===== src/rtl/apb_cmd_master_if.sv =====
// Bundles the command request/response handshake and the APB3 bus of apb_cmd_master.
// The master modport is the initiator's view. The slave modport is the command-source and peripheral side.
interface apb_cmd_master_if #(
    parameter int unsigned APB_ADDR_WIDTH = 12
) ();
    logic                      req_valid_i;
    logic                      req_ready_o;
    logic [APB_ADDR_WIDTH-1:0] req_addr_i;
    logic [31:0]               req_wdata_i;
    logic                      req_write_i;
    logic                      rsp_valid_o;
    logic                      rsp_ready_i;
    logic [31:0]               rsp_rdata_o;
    logic                      rsp_err_o;
    logic                      rsp_timeout_o;
    logic                      busy_o;
    logic [APB_ADDR_WIDTH-1:0] PADDR;
    logic [31:0]               PWDATA;
    logic                      PWRITE;
    logic                      PSEL;
    logic                      PENABLE;
    logic [31:0]               PRDATA;
    logic                      PREADY;
    logic                      PSLVERR;

    modport master (
        input  req_valid_i, req_addr_i, req_wdata_i, req_write_i, rsp_ready_i,
        input  PRDATA, PREADY, PSLVERR,
        output req_ready_o, rsp_valid_o, rsp_rdata_o, rsp_err_o, rsp_timeout_o, busy_o,
        output PADDR, PWDATA, PWRITE, PSEL, PENABLE
    );

    modport slave (
        output req_valid_i, req_addr_i, req_wdata_i, req_write_i, rsp_ready_i,
        output PRDATA, PREADY, PSLVERR,
        input  req_ready_o, rsp_valid_o, rsp_rdata_o, rsp_err_o, rsp_timeout_o, busy_o,
        input  PADDR, PWDATA, PWRITE, PSEL, PENABLE
    );
endinterface


===== src/rtl/apb_cmd_master.sv =====
// Single-outstanding APB3 initiator driven by a valid/ready command port.
// It adds an ACCESS-phase timeout and rejects misaligned addresses.
module apb_cmd_master #(
    parameter int unsigned APB_ADDR_WIDTH = 12,
    parameter int unsigned TIMEOUT_CYCLES = 255
) (
    input logic              HCLK,
    input logic              HRESETn,
    apb_cmd_master_if.master bus
);
    localparam int unsigned DATA_W = 32;
    localparam int unsigned CNT_W  = (TIMEOUT_CYCLES == 0) ? 1 : $clog2(TIMEOUT_CYCLES + 1);
    localparam bit          TO_EN  = (TIMEOUT_CYCLES != 0);
    localparam logic [CNT_W-1:0] TO_LIMIT = CNT_W'(TIMEOUT_CYCLES);

    typedef enum logic [1:0] {IDLE, SETUP, ACCESS, RESP} state_t;

    state_t                    state_q, state_d;
    logic [APB_ADDR_WIDTH-1:0] paddr_q, paddr_d;
    logic [DATA_W-1:0]         pwdata_q, pwdata_d;
    logic                      pwrite_q, pwrite_d;
    logic                      psel_q, psel_d;
    logic                      penable_q, penable_d;
    logic                      rsp_valid_q, rsp_valid_d;
    logic [DATA_W-1:0]         rsp_rdata_q, rsp_rdata_d;
    logic                      rsp_err_q, rsp_err_d;
    logic                      rsp_to_q, rsp_to_d;
    logic                      busy_q, busy_d;
    logic [CNT_W-1:0]          cnt_q, cnt_d;

    // State and every registered output; reset aborts any transfer without a response
    always_ff @(posedge HCLK or negedge HRESETn) begin
        if (!HRESETn) begin
            state_q     <= IDLE;
            paddr_q     <= '0;
            pwdata_q    <= '0;
            pwrite_q    <= 1'b0;
            psel_q      <= 1'b0;
            penable_q   <= 1'b0;
            rsp_valid_q <= 1'b0;
            rsp_rdata_q <= '0;
            rsp_err_q   <= 1'b0;
            rsp_to_q    <= 1'b0;
            busy_q      <= 1'b0;
            cnt_q       <= '0;
        end else begin
            state_q     <= state_d;
            paddr_q     <= paddr_d;
            pwdata_q    <= pwdata_d;
            pwrite_q    <= pwrite_d;
            psel_q      <= psel_d;
            penable_q   <= penable_d;
            rsp_valid_q <= rsp_valid_d;
            rsp_rdata_q <= rsp_rdata_d;
            rsp_err_q   <= rsp_err_d;
            rsp_to_q    <= rsp_to_d;
            busy_q      <= busy_d;
            cnt_q       <= cnt_d;
        end
    end

    // Next state and next registered outputs; the address and data regs hold between transfers
    always_comb begin
        state_d     = state_q;
        paddr_d     = paddr_q;
        pwdata_d    = pwdata_q;
        pwrite_d    = pwrite_q;
        psel_d      = 1'b0;
        penable_d   = 1'b0;
        rsp_valid_d = rsp_valid_q;
        rsp_rdata_d = rsp_rdata_q;
        rsp_err_d   = rsp_err_q;
        rsp_to_d    = rsp_to_q;
        cnt_d       = cnt_q;

        unique case (state_q)
            IDLE: begin
                if (bus.req_valid_i) begin
                    if (bus.req_addr_i[1:0] != 2'b00) begin
                        state_d     = RESP;
                        rsp_valid_d = 1'b1;
                        rsp_rdata_d = '0;
                        rsp_err_d   = 1'b1;
                        rsp_to_d    = 1'b0;
                    end else begin
                        state_d  = SETUP;
                        paddr_d  = bus.req_addr_i;
                        pwdata_d = bus.req_wdata_i;
                        pwrite_d = bus.req_write_i;
                        psel_d   = 1'b1;
                        cnt_d    = '0;
                    end
                end
            end
            SETUP: begin
                state_d   = ACCESS;
                psel_d    = 1'b1;
                penable_d = 1'b1;
                cnt_d     = CNT_W'(1);
            end
            ACCESS: begin
                if (bus.PREADY) begin
                    state_d     = RESP;
                    rsp_valid_d = 1'b1;
                    rsp_rdata_d = pwrite_q ? '0 : bus.PRDATA;
                    rsp_err_d   = bus.PSLVERR;
                    rsp_to_d    = 1'b0;
                end else if (TO_EN && (cnt_q == TO_LIMIT)) begin
                    state_d     = RESP;
                    rsp_valid_d = 1'b1;
                    rsp_rdata_d = '0;
                    rsp_err_d   = 1'b1;
                    rsp_to_d    = 1'b1;
                end else begin
                    psel_d    = 1'b1;
                    penable_d = 1'b1;
                    cnt_d     = cnt_q + CNT_W'(1);
                end
            end
            RESP: begin
                if (bus.rsp_ready_i) begin
                    state_d     = IDLE;
                    rsp_valid_d = 1'b0;
                end
            end
            default: state_d = IDLE;
        endcase

        busy_d = (state_d != IDLE);
    end

    assign bus.req_ready_o   = (state_q == IDLE);
    assign bus.PADDR         = paddr_q;
    assign bus.PWDATA        = pwdata_q;
    assign bus.PWRITE        = pwrite_q;
    assign bus.PSEL          = psel_q;
    assign bus.PENABLE       = penable_q;
    assign bus.rsp_valid_o   = rsp_valid_q;
    assign bus.rsp_rdata_o   = rsp_rdata_q;
    assign bus.rsp_err_o     = rsp_err_q;
    assign bus.rsp_timeout_o = rsp_to_q;
    assign bus.busy_o        = busy_q;
endmodule


===== src/flat_wrapper.sv =====
// flat-port wrapper written by rule: the top's interface ports become plain ports
module apb_cmd_master_flat 
#(
    parameter int unsigned APB_ADDR_WIDTH = 12,
    parameter int unsigned TIMEOUT_CYCLES = 255
)
  (HCLK, HRESETn, bus_req_valid_i, bus_req_addr_i, bus_req_wdata_i, bus_req_write_i, bus_rsp_ready_i, bus_PRDATA, bus_PREADY, bus_PSLVERR, bus_req_ready_o, bus_rsp_valid_o, bus_rsp_rdata_o, bus_rsp_err_o, bus_rsp_timeout_o, bus_busy_o, bus_PADDR, bus_PWDATA, bus_PWRITE, bus_PSEL, bus_PENABLE);
  apb_cmd_master_if #(.APB_ADDR_WIDTH(APB_ADDR_WIDTH)) bus_i ();
  input logic HCLK;
  input logic HRESETn;
  input wire logic [$bits(bus_i.req_valid_i)-1:0] bus_req_valid_i;
  input wire logic [$bits(bus_i.req_addr_i)-1:0] bus_req_addr_i;
  input wire logic [$bits(bus_i.req_wdata_i)-1:0] bus_req_wdata_i;
  input wire logic [$bits(bus_i.req_write_i)-1:0] bus_req_write_i;
  input wire logic [$bits(bus_i.rsp_ready_i)-1:0] bus_rsp_ready_i;
  input wire logic [$bits(bus_i.PRDATA)-1:0] bus_PRDATA;
  input wire logic [$bits(bus_i.PREADY)-1:0] bus_PREADY;
  input wire logic [$bits(bus_i.PSLVERR)-1:0] bus_PSLVERR;
  output wire logic [$bits(bus_i.req_ready_o)-1:0] bus_req_ready_o;
  output wire logic [$bits(bus_i.rsp_valid_o)-1:0] bus_rsp_valid_o;
  output wire logic [$bits(bus_i.rsp_rdata_o)-1:0] bus_rsp_rdata_o;
  output wire logic [$bits(bus_i.rsp_err_o)-1:0] bus_rsp_err_o;
  output wire logic [$bits(bus_i.rsp_timeout_o)-1:0] bus_rsp_timeout_o;
  output wire logic [$bits(bus_i.busy_o)-1:0] bus_busy_o;
  output wire logic [$bits(bus_i.PADDR)-1:0] bus_PADDR;
  output wire logic [$bits(bus_i.PWDATA)-1:0] bus_PWDATA;
  output wire logic [$bits(bus_i.PWRITE)-1:0] bus_PWRITE;
  output wire logic [$bits(bus_i.PSEL)-1:0] bus_PSEL;
  output wire logic [$bits(bus_i.PENABLE)-1:0] bus_PENABLE;
  assign bus_i.req_valid_i = bus_req_valid_i;
  assign bus_i.req_addr_i = bus_req_addr_i;
  assign bus_i.req_wdata_i = bus_req_wdata_i;
  assign bus_i.req_write_i = bus_req_write_i;
  assign bus_i.rsp_ready_i = bus_rsp_ready_i;
  assign bus_i.PRDATA = bus_PRDATA;
  assign bus_i.PREADY = bus_PREADY;
  assign bus_i.PSLVERR = bus_PSLVERR;
  assign bus_req_ready_o = bus_i.req_ready_o;
  assign bus_rsp_valid_o = bus_i.rsp_valid_o;
  assign bus_rsp_rdata_o = bus_i.rsp_rdata_o;
  assign bus_rsp_err_o = bus_i.rsp_err_o;
  assign bus_rsp_timeout_o = bus_i.rsp_timeout_o;
  assign bus_busy_o = bus_i.busy_o;
  assign bus_PADDR = bus_i.PADDR;
  assign bus_PWDATA = bus_i.PWDATA;
  assign bus_PWRITE = bus_i.PWRITE;
  assign bus_PSEL = bus_i.PSEL;
  assign bus_PENABLE = bus_i.PENABLE;
  apb_cmd_master #(.APB_ADDR_WIDTH(APB_ADDR_WIDTH), .TIMEOUT_CYCLES(TIMEOUT_CYCLES)) u_core (.HCLK(HCLK), .HRESETn(HRESETn), .bus(bus_i));
endmodule

===== config.mk =====
export PLATFORM = sky130hd
export DESIGN_NAME = apb_cmd_master_flat
export DESIGN_NICKNAME = d
export VERILOG_FILES = /design/src/rtl/apb_cmd_master_if.sv /design/src/rtl/apb_cmd_master.sv /design/src/flat_wrapper.sv
export SDC_FILE = /design/constraint.sdc
export NUM_CORES = 1
export LEC_CHECK = 0
export CAP_MARGIN = 20
export CORE_ASPECT_RATIO = 0.9
export CORE_UTILIZATION = 45
export DETAILED_ROUTE_END_ITERATION = 10
export HOLD_SLACK_MARGIN = 0.06
export PLACE_DENSITY = 0.85
export SLEW_MARGIN = 30
export SYNTH_ARGS = -nofsm -noshare
export SYNTH_HDL_FRONTEND = slang
export SYNTH_SLANG_ARGS = --single-unit

===== constraint.sdc =====
create_clock -name HCLK -period 4.4 [get_ports HCLK]
set_input_delay 0.66 -clock HCLK [delete_from_list [all_inputs] [get_ports HCLK]]
set_output_delay 0.66 -clock HCLK [all_outputs]
set_load 0.005 [all_outputs]

### Yosys cells after proc, flatten, opt, wreduce, memory -nomap -nowiden

Index checks and enable logic that the tools add are counted.

* bits in writable memories: 0
* latch bits: 0
* memories: 0
* word-level logic and storage cells: 70
* output and inout bits: 84
* input port bits: 83
* register bits after elaboration: 93
* memory bits (read-only): 0

* reduce and logical (&&, ||, !) cells: 10
* $mul: 0
* div/mod/pow operators: 0
* muxes and demuxes: 35
* shift operators: 0
* equal/unequal tests: 11
* $add $sub $neg: 1
* magnitude comparators: 0
* bitwise operators: 1

Operators by type and width (number)
* $mux 32: 5
* $pmux 32 s2: 1
* $mux 8: 4
* $pmux 8 s3: 1
* $mux 1: 13
* $mux 2: 5
* $ne 2x2->1 const B: 5
* $reduce_and 5->1: 2
* $add 8x1->8 const B: 1
* $eq 8x8->1 const B: 1
* $pmux 2 s4: 1
* $pmux 1 s2: 3
* $pmux 1 s3: 2
* $reduce_bool 2->1: 3
* $reduce_bool 3->1: 2
* $eq 2x2->1 const B: 2
* $reduce_and 4->1: 1
* $ne 3x2->1 const B: 1
* $reduce_and 3->1: 1
* $eq 2x1->1 const B: 1
* $logic_not 2->1: 1
* $ne 2x1->1 const B: 1
* $not 1->1: 1

### Longest topological paths before layout

* depth after elaboration: 5
* mapped depth: 8
* depth with buffers taken out: 6

### Worst setup path after synthesis

Ideal clock, no wire load.

* path kind: reg2reg
* start: reg u_core.state_q[0]
* end: reg u_core.paddr_q[10], in the netlist u_core.bus.PADDR[10]
* library setup time: 0.128 ns
* period minus slack after synthesis: 1.831 ns
* path slack: 2.569 ns
* buffers on the path: 2
* cell stages (with the launch flop): 7
* required time: 4.272 ns
* data arrival time: 1.704 ns
* cell sequence: dfrtp_1 inv_1 ha_1 and3_1 buf_2 buf_2 mux2_1

* word-level cells in the longest chain between the ends: 2

Ends and longest elaborated chain
* start: declaration: line apb_cmd_master.sv:18 `state_t state_q, state_d;`
* start signal: assignment: line apb_cmd_master.sv:47 `state_q <= state_d;`
* $logic_not 2->1
* net bus_req_ready_o: line flat_wrapper.sv:19 `output wire logic [$bits(bus_i.req_ready_o)-1:0] bus_req_ready_o;`
* $reduce_and 3->1 (no source line)
* end signal: assignment: line apb_cmd_master.sv:48 `paddr_q <= paddr_d;`
* end: declaration: line apb_cmd_master.sv:19 `logic [APB_ADDR_WIDTH-1:0] paddr_q, paddr_d;`

The timed path passes the listed nets, and every way through them passes these cells.
A chain may end at the register's enable or synchronous reset.

### Worst setup path in the final report

* start: reg u_core.state_q[0]
* end: out bus_req_ready_o

* word-level cells in the longest chain between the ends: 1

Ends and longest elaborated chain
* $logic_not 2->1: line apb_cmd_master.sv:132 `assign bus.req_ready_o = (state_q == IDLE);`
* end: declaration: line flat_wrapper.sv:19

Every way passes these cells.

==> results.json <==
{
  "wirelength_um": 9187,
  "yosysTopAreaCell": "sky130_fd_sc_hd__dfrtp_1",
  "worstPathMaxFanout": 7,
  "post-route-util_pct": 70.75,
  "critPathArrivalTime_ns": 1.80,
  "grt_first_pass_wirelength_um": 14310,
  "grt_antenna_before_repair": 0,
  "setup_violations_final": 0,
  "endpoint_class_of_the_critical_path": "output pin",
  "grt_max_degree": 52,
  "regToRegStartpoint": "u_core.state_q[0]",
  "initial_utilization_pct": 46.70,
  "synth.net_count": 360,
  "combined_global_route_utilization_of_all_metal_layers_pct": 20.98,
  "final_common_cell": "sky130_fd_sc_hd__clkdlybuf4s50_1",
  "yosysSeqAreaShare_pct": 61.47,
  "max_freq_mhz": 406.4,
  "cts_max_path_buffers": 2,
  "hold_path_class": "in2async",
  "synth_warnings": 0,
  "ant_nets": 0,
  "timing.rr.end": "u_core.bus.rsp_rdata_o[7]",
  "crit_cells": 3,
  "post_synth_inst_count": 271,
  "overflow": 0,
  "slew_worst_pin_ns": 0.8710,
  "finalMaxSlewViolations": 0,
  "clock_tree.htree_level_count": 3,
  "worstSkewPairLatency_ns": 0.35,
  "place.port_buffers": 166,
  "cts-buffers-inserted": 9,
  "critical_path.startpoint_type": "flop",
  "critical_path.n_buffers_inverters": 2,
  "reg2reg_setup_slack_ns": 2.08,
  "pin_count": 167,
  "drv_cap": 0,
  "postCtsResizedCells": 0,
  "initialDrtViolationCount": 85,
  "die_w_um": 98.69,
  "relSlewSlack_pct": 41.54,
  "placement_rows": 31,
  "finalClockSkew_ns": 0.007836,
  "outcome": "complete, no violations",
  "crit_path_top_delay_cell": "sky130_fd_sc_hd__clkdlybuf4s50_1",
  "grt_setup_unrepaired": "false",
  "synth_cell_type_count": 40,
  "drive_above_1_share_pct": 6.787,
  "antenna_diode_count": 0,
  "finalCriticalPeriod_ns": 2.460,
  "postCtsSetupRepairBufs": 0,
  "critical_path_required_ns": 3.74,
  "timing.critical_path.to": "bus_req_ready_o",
  "p_leak_nw": 2.471,
  "fin_setup_tns_ns": 0,
  "timing.final.ws_setup_ns": 1.940,
  "wire_per_inst_um": 16.98,
  "yosys-top-cells-area": "sky130_fd_sc_hd__dfrtp_1 61%, sky130_fd_sc_hd__mux2_1 13%, sky130_fd_sc_hd__a22o_1 7.4%",
  "final_hold_viol_count": 0,
  "die_footprint_um2": 8785,
  "max-vdd-ir-drop_uv": 501.2,
  "synthesis.area_um2": 3786,
  "core_outline_area_um2": 8107,
  "cp_slowest_stage_delay_ns": 0.56,
  "final_min_period_over_clock_period_pct": 55.92,
  "syn_to_final_growth_pct": 51.49,
  "p_total_mw": 3.584,
  "power.density_cell_area_nw_per_um2": 624.8,
  "drt_pass1_iterations": 4,
  "num_vias": 2883,
  "most-common-layout-cells": "165 x sky130_fd_sc_hd__clkdlybuf4s50_1, 93 x sky130_fd_sc_hd__dfrtp_1, 43 x sky130_fd_sc_hd__mux2_1, 32 x sky130_fd_sc_hd__a22o_1, 10 x sky130_fd_sc_hd__o31ai_1",
  "remaining_drc_errors": 0,
  "gpl.final_weighted_congestion": 0.8239,
  "dp_slack_ns": 1.767,
  "number_of_global_route_vias_before_repair": 2825,
  "critPathKind": "reg2out",
  "synthDominantCellAreaShare_pct": 61.47,
  "post-dp-hpwl_um": 6877,
  "vias_per_cell": 5.329,
  "cts_num_sinks": 93,
  "hold_buffers": 0,
  "postSynthRegisterBits": 93,
  "critical-path-top-delay-family": "buffers and inverters",
  "clock_tree.root_cell": "sky130_fd_sc_hd__clkbuf_8",
  "synth.avg_cell_area_um2": 13.97,
  "cts_clk_pin_slew_worst_paths_ns": 0.09,
  "reg2reg_depth": 6,
  "crit_chain": "inv_1 -> ha_1 -> clkdlybuf4s50_1",
  "die_h_um": 89.02,
  "layout.nets": 526,
  "startpoint": "u_core.state_q[0]",
  "cts_tree": "done"
}
kinds of logic after synthesis:
| group | synth area share [%] |
|---|---|
| flops | 61.47 |
| compound gates | 14.90 |
| mux | 12.79 |
| simple gates | 5.949 |
| buf+inv | 2.908 |
| fa+ha+maj | 1.983 |
per-layer routing:
layer  share of wire, %  global-route usage, %  up-vias
li1                   -                      -     1334
met1                 43                  27.63     1413
met2                 51                  35.47      127
met3                6.1                  6.099        9
met4               0.60                  3.664        0
met5                  0                      0        -
how the worst min path moves through the flow:
stage,start,to,cells after the start
after global routing,HRESETn,u_core.bus.PWDATA[18],1
final,HRESETn,u_core.bus.PWDATA[18],1
after CTS,HRESETn,u_core.bus.PWDATA[18],1
after global placement,u_core.bus.PWDATA[29],u_core.bus.PWDATA[29],1
after detailed placement,u_core.bus.PWDATA[27],u_core.bus.PWDATA[27],1
after floorplan,HRESETn,u_core.bus.PADDR[0],0
final cells by class:
| cell class | count | area [um^2] |
|---|---|---|
| clock buffer | 10 | 127.6 |
| sequential | 93 | 2327 |
| fill | 594 | 2371 |
| clock inverter | 6 | 46.29 |
| tap | 99 | 123.9 |
| multi-input combinational | 157 | 1363 |
| timing repair buffer | 170 | 1725 |
| inverter | 6 | 22.52 |
synthesized netlist by cell type (all sizes together):
library cell	count
dfrtp	93
or3	1
o211ai	1
clkbuf	1
a21oi	6
o31ai	10
a41oi	1
a21boi	1
a21o	1
inv	6
nand4	3
o21bai	1
a2bb2oi	1
o21ai	11
a22o	32
nand2b	1
nand4b	1
nand2	5
o221a	1
o32ai	1
nor2	7
nor2b	5
and2	2
or4	1
ha	6
a211o	1
a31oi	2
a32o	1
mux2	43
nand3	5
nor3	3
buf	14
and3	3
power breakdown:
| group | internal [mW] | total [mW] | switching [mW] |
|---|---|---|---|
| Combinational | 1.01 | 1.63 | 0.622 |
| Clock | 0.212 | 0.517 | 0.306 |
| Sequential | 1.23 | 1.43 | 0.205 |
| Total | 2.45 | 3.58 | 1.13 |
sequential cells by signal, indices dropped and copies added (netlist names):
signal	count
u_core.bus.PADDR	12
u_core.bus.PENABLE	1
u_core.bus.PSEL	1
u_core.bus.PWDATA	32
u_core.bus.PWRITE	1
u_core.bus.busy_o	1
u_core.bus.rsp_err_o	1
u_core.bus.rsp_rdata_o	32
u_core.bus.rsp_timeout_o	1
u_core.bus.rsp_valid_o	1
u_core.cnt_q	8
u_core.state_q	2
stage by stage:
stage / area (um^2) / instances / hold slack [ns]
global placement: 5497 / 522 / 0.4663
global route: 5736 / 541 / 0.3530
floorplan: 3786 / 271 / 0.3644
CTS: 5729 / 541 / 0.3279
detailed placement: 5555 / 525 / 0.4746
finish: 5736 / 541 / 0.3164
(Power assumes the default switching activity.)
